<file path="src/rtl/uart_cmd_decoder.sv">
// ASCII-hex command parser sitting behind uart_rx: turns "Raaaa<CR|LF>" and
// "Waaaadddd<CR|LF>" byte streams into single-cycle bus requests.
module uart_cmd_decoder (
    input  logic        clk,
    input  logic        rst_n,
    input  logic [7:0]  data_i,
    input  logic        valid_i,
    output logic [15:0] addr_o,
    output logic [15:0] data_o,
    output logic        rw_o,
    output logic        valid_o,
    output logic        error_o
);

    typedef enum logic [1:0] {
        ST_IDLE  = 2'd0,
        ST_READ  = 2'd1,
        ST_WRITE = 2'd2
    } state_t;

    localparam logic [7:0] CHAR_R  = 8'h52;
    localparam logic [7:0] CHAR_W  = 8'h57;
    localparam logic [7:0] CHAR_CR = 8'h0D;
    localparam logic [7:0] CHAR_LF = 8'h0A;

    function automatic logic is_hex(input logic [7:0] b);
        return ((b >= 8'h30) && (b <= 8'h39)) ||
               ((b >= 8'h41) && (b <= 8'h46)) ||
               ((b >= 8'h61) && (b <= 8'h66));
    endfunction

    // Letters A-F/a-f share their low nibble 1..6, so adding 9 yields 10..15.
    function automatic logic [3:0] hex_nib(input logic [7:0] b);
        logic [3:0] n;
        if (b <= 8'h39) begin
            n = b[3:0];
        end else begin
            n = b[3:0] + 4'd9;
        end
        return n;
    endfunction

    function automatic logic is_term(input logic [7:0] b);
        return (b == CHAR_CR) || (b == CHAR_LF);
    endfunction

    state_t      state_r, state_s;
    logic [31:0] buf_r, buf_s;
    logic [3:0]  cnt_r, cnt_s;
    logic [3:0]  need_s;
    logic [15:0] addr_s, data_s;
    logic        rw_s, valid_s, error_s;

    // Next-state, shift buffer and registered-output next values
    always_comb begin
        state_s = state_r;
        buf_s   = buf_r;
        cnt_s   = cnt_r;
        addr_s  = addr_o;
        data_s  = data_o;
        rw_s    = rw_o;
        valid_s = 1'b0;
        error_s = 1'b0;
        need_s  = (state_r == ST_WRITE) ? 4'd8 : 4'd4;

        if (valid_i) begin
            case (state_r)
                ST_IDLE: begin
                    if (data_i == CHAR_R) begin
                        state_s = ST_READ;
                        cnt_s   = 4'd0;
                        buf_s   = 32'h0000_0000;
                    end else if (data_i == CHAR_W) begin
                        state_s = ST_WRITE;
                        cnt_s   = 4'd0;
                        buf_s   = 32'h0000_0000;
                    end else begin
                        state_s = ST_IDLE;
                    end
                end
                ST_READ, ST_WRITE: begin
                    if (is_hex(data_i) && (cnt_r < need_s)) begin
                        buf_s = {buf_r[27:0], hex_nib(data_i)};
                        cnt_s = cnt_r + 4'd1;
                    end else if (is_term(data_i) && (cnt_r == need_s)) begin
                        valid_s = 1'b1;
                        if (state_r == ST_READ) begin
                            addr_s = buf_r[15:0];
                            data_s = 16'h0000;
                            rw_s   = 1'b0;
                        end else begin
                            addr_s = buf_r[31:16];
                            data_s = buf_r[15:0];
                            rw_s   = 1'b1;
                        end
                        state_s = ST_IDLE;
                        cnt_s   = 4'd0;
                        buf_s   = 32'h0000_0000;
                    end else begin
                        // The offending byte is consumed here, never re-parsed.
                        error_s = 1'b1;
                        state_s = ST_IDLE;
                        cnt_s   = 4'd0;
                        buf_s   = 32'h0000_0000;
                    end
                end
                default: begin
                    state_s = ST_IDLE;
                    cnt_s   = 4'd0;
                    buf_s   = 32'h0000_0000;
                end
            endcase
        end else begin
            state_s = state_r;
        end
    end

    // Parser state and registered bus-request outputs
    always_ff @(posedge clk or negedge rst_n) begin
        if (!rst_n) begin
            state_r <= ST_IDLE;
            buf_r   <= 32'h0000_0000;
            cnt_r   <= 4'd0;
            addr_o  <= 16'h0000;
            data_o  <= 16'h0000;
            rw_o    <= 1'b0;
            valid_o <= 1'b0;
            error_o <= 1'b0;
        end else begin
            state_r <= state_s;
            buf_r   <= buf_s;
            cnt_r   <= cnt_s;
            addr_o  <= addr_s;
            data_o  <= data_s;
            rw_o    <= rw_s;
            valid_o <= valid_s;
            error_o <= error_s;
        end
    end

endmodule

</file>
<file path="config.mk">
export PLATFORM = sky130hd
export DESIGN_NAME = uart_cmd_decoder
export DESIGN_NICKNAME = d
export VERILOG_FILES = /design/src/rtl/uart_cmd_decoder.sv
export SDC_FILE = /design/constraint.sdc
export NUM_CORES = 1
export LEC_CHECK = 0
export ABC_AREA = 1
export CAP_MARGIN = 20
export CORE_MARGIN = 10
export CORE_UTILIZATION = 50
export DETAILED_ROUTE_END_ITERATION = 12
export GPL_ROUTABILITY_DRIVEN = 0
export PLACE_DENSITY_LB_ADDON = 0.08
export SYNTH_ARGS = -nofsm -noshare
export SYNTH_HDL_FRONTEND = slang
export SYNTH_SLANG_ARGS = --single-unit
</file>
<file path="constraint.sdc">
create_clock -name clk -period 2.65 [get_ports clk]
set_input_delay 0.265 -clock clk [delete_from_list [all_inputs] [get_ports clk]]
set_output_delay 0.265 -clock clk [all_outputs]
set_load 0.02 [all_outputs]
</file>
==> impl_results.md <==
- Gate Count Post-Synth: 474
- Max-Cap Viols: 0
- Total CTS buffers: 9
- Post-CTS Setup Inserts: 0
- Comb pwr share: 0.050
- CP cell instances: inv_1 > ha_1 > inv_1 > ha_1 > nand3_1 > a211oi_4 > buf_4 > nand4_1 > nand2_1
- Worst Max-Slew Pin Slew: 0.742 ns
- Worst Reg-to-Reg Cells: 9
- XOR/XNOR share of the synthesized area: 0.00235
- Reg2reg setup slack: 0.56 ns
- CP arrival: 2.38 ns
- Crit path to: data_o[10]$_DFFE_PN0P_
- Worst-path fanout max: 34
- Die width: 106 µm
- Post-place instance area: 4240 µm²
- Largest family of logic cells by synthesized area: simple AND/OR/NAND/NOR gates
- Post-Syn Area: 3720 µm²
- Final hold violations: 0
- Share of layout cells above drive strength 1: 0.0751
- Fraction of the mapped netlist area in adder cells: 0.0369
- Critical path depth in cells: 9
- Int Power: 0.00171 W
- Final min period: 2.09 ns
- H-tree depth: 3
- Clock Sinks: 73
- Netlist cell types: 27
- Core ar.: 7250 µm²
- Max VDD drop: 0.266 mV
- Clock power share: 0.445
- P&R area growth vs syn: 20.2%
- CP delay by family, top: buffers and inverters
- Row count: 31
- Maximum clock insertion buffer count: 2
- Worst Hold Class: reg2reg
- CP Capture Type: flip-flop
- Post-synthesis mux area share: 0
- Worst r2r src: state_r[0]$_DFFE_PN0P_
- # IOs: 46
- Post-Syn Nets: 496
- Crit path from: state_r[0]$_DFFE_PN0P_
- Sequential area share after synthesis: 0.490
- Clock Skews: 0.00794 ns
- Initial antenna violation count: 0
- DRC Markers: 0
- Drt via density: 5.15
- Final Max Slew Viols: 0
- Iteration-0 DRC Markers: 173
- Post-DP HPWL: 6.40 mm
- Worst-Skew Late Latency: 0.35 ns
- Switching share of power: 0.227
- Status: finished, final reports clean
- CTS tree: yes
- CTS clk-pin slew, worst paths: 0.08 ns
- Met2 Use GR: 0.256
- M3 GR Usage: 0.0338
- Root buffer cell: clkbuf_8
- WP data required: 2.94 ns
- First-pass GRT wire length: 14.6 mm
- Post_cts resized: 0
- GRT overflow: 0
- Met1 Usage GRT: 0.203
- Leakage: 2.15 nW
- Fin area: 4480 µm²
- Crit path largest cell delay: 0.41 ns
- Max_slew headroom: 0.506
- PwrDens: 494 nW/µm²
- Routed len/inst: 14.1 µm
- Largest net degree at the start of global routing: 36
- PortBufs: 45
- Die ar.: 11300 µm²
- Final Cycle Share: 0.790
- DIE HEIGHT: 106 µm
- Final antenna-violating net count: 0
- Buf/Inv on CP: 3
- Initial core utilization: 0.514
- Register share of total power: 0.505
- Hold buffer count at CTS: 1
- Worst R2R End: data_o[10]$_DFFE_PN0P_
- Synth Register Bits: 73
- NumNets Final: 536
- Fill cells: 667
- Routed WL: 8.69 mm
- Syn_area_per_cell: 7.86 µm²
- # setup viols final: 0
- Via count: 3181
- Sw Pwr: 0.000502 W
- Synthesized-area fraction occupied by and/or/nand/nor cells: 0.315
- Critical path type: reg2reg
- Synth warnings: 0
- GR peak layer: met2
- Post-synthesis compound-gate area fraction: 0.0732
- Slowest CP cell: dfrtp_1
- TritonRoute pass-1 iters: 4
- Fmax: 478 MHz
- Crit start category: flip-flop
- Diodes inserted: 0
- Unrepaired setup endpoints after global routing: no
- GRT Total Usage: 0.156
- Vias in the first global route: 2918
- Setup tns final: 0 ns
cell usage in the layout (no fill, tap or decap), drive strengths merged:
cell type,instances
dlygate4sd3,1
clkinvlp,1
o211ai,1
bufinv,2
nor2,26
clkdlybuf4s50,44
nand2,182
a21oi,3
dfrtp,73
a211oi,1
nand4,40
clkinv,3
o21ai,46
nor3b,1
nand3,18
nor3,2
buf,12
ha,11
clkbuf,10
xor2,1
inv,41
power by group through the flow:
| stage | Combinational, W | Clock (W) | Sequential [W] |
|---|---|---|---|
| 2_1_floorplan | 0.0000541 | 0 | 0.00114 |
| 3_3_place_gp | 0.000107 | 0 | 0.00114 |
| 3_5_place_dp | 0.000109 | 0 | 0.00114 |
| 4_1_cts | 0.000111 | 0.000997 | 0.00112 |
| 5_1_grt | 0.000125 | 0.00105 | 0.00112 |
| 6_report | 0.000110 | 0.000984 | 0.00112 |
how the worst min path moves through the flow:
| stage | start | cells after the start | to |
|---|---|---|---|
| CTS | addr_o[14]$_DFFE_PN0P_ | 2 | addr_o[14]$_DFFE_PN0P_ |
| finish | addr_o[14]$_DFFE_PN0P_ | 2 | addr_o[14]$_DFFE_PN0P_ |
| global route | data_o[9]$_DFFE_PN0P_ | 2 | data_o[9]$_DFFE_PN0P_ |
| global placement | rst_n | 1 | valid_o$_DFF_PN0_ |
| detailed placement | rst_n | 1 | addr_o[6]$_DFFE_PN0P_ |
| floorplan | rst_n | 0 | addr_o[0]$_DFFE_PN0P_ |
final cells by class:
class | count | area (µm²) | share of cell area
timing repair buffer | 57 | 551 | 0.123
sequential | 73 | 1830 | 0.408
inverter | 41 | 154 | 0.0344
clock buffer | 10 | 138 | 0.0308
multi-input combinational | 332 | 1590 | 0.356
clock inverter | 6 | 90.1 | 0.0201
tap | 99 | 124 | 0.0277
Yosys cell counts, drive strengths merged:
master,n,area share
buf,17,0.029
a21oi,3,0.0040
dfrtp,73,0.49
nand4,40,0.067
xor2,1,0.0024
o211ai,1,0.0020
nand2,182,0.18
ha,11,0.037
nor3b,1,0.0020
inv,40,0.040
o21ai,46,0.062
a211oi,1,0.0054
nor3,2,0.0027
nor2,26,0.027
nand3,18,0.032
clkinv,1,0.0010
clkbuf,11,0.012
stage by stage:
step           instances   util  setup WS (ns)  hold WS (ns)  power [W]
2_1_floorplan        474      -          0.773       -0.0306    0.00119
3_3_place_gp         601  0.584          0.377         0.374    0.00125
3_5_place_dp         601  0.584          0.258         0.371    0.00125
4_1_cts              618  0.617          0.544         0.477    0.00223
5_1_grt              618  0.617          0.365         0.500    0.00229
6_report             618  0.617          0.557         0.473    0.00221
metal layers:
layer | up-vias | wire length, µm
met5 | - | 0
met4 | 0 | 85
met3 | 8 | 451
li1 | 1603 | -
met1 | 1503 | 3970
met2 | 67 | 4170
logic make-up after synthesis:
kind of cell,Yosys count
xor+xnor,1
fa+ha+maj,11
buf+inv,69
flops,73
simple gates,269
compound gates,51
tightest hold or removal path: stages, from the launching register on:
cell	delay, ns
dfrtp_1	0.35
nand2_1	0.05
nand2_1	0.04
sequential cells by signal, summed over array words and instances (netlist names):
signal / cells
valid_o: 1
state_r: 2
addr_o: 16
rw_o: 1
data_o: 16
cnt_r: 4
error_o: 1
buf_r: 32
(Power assumes the default switching activity.)
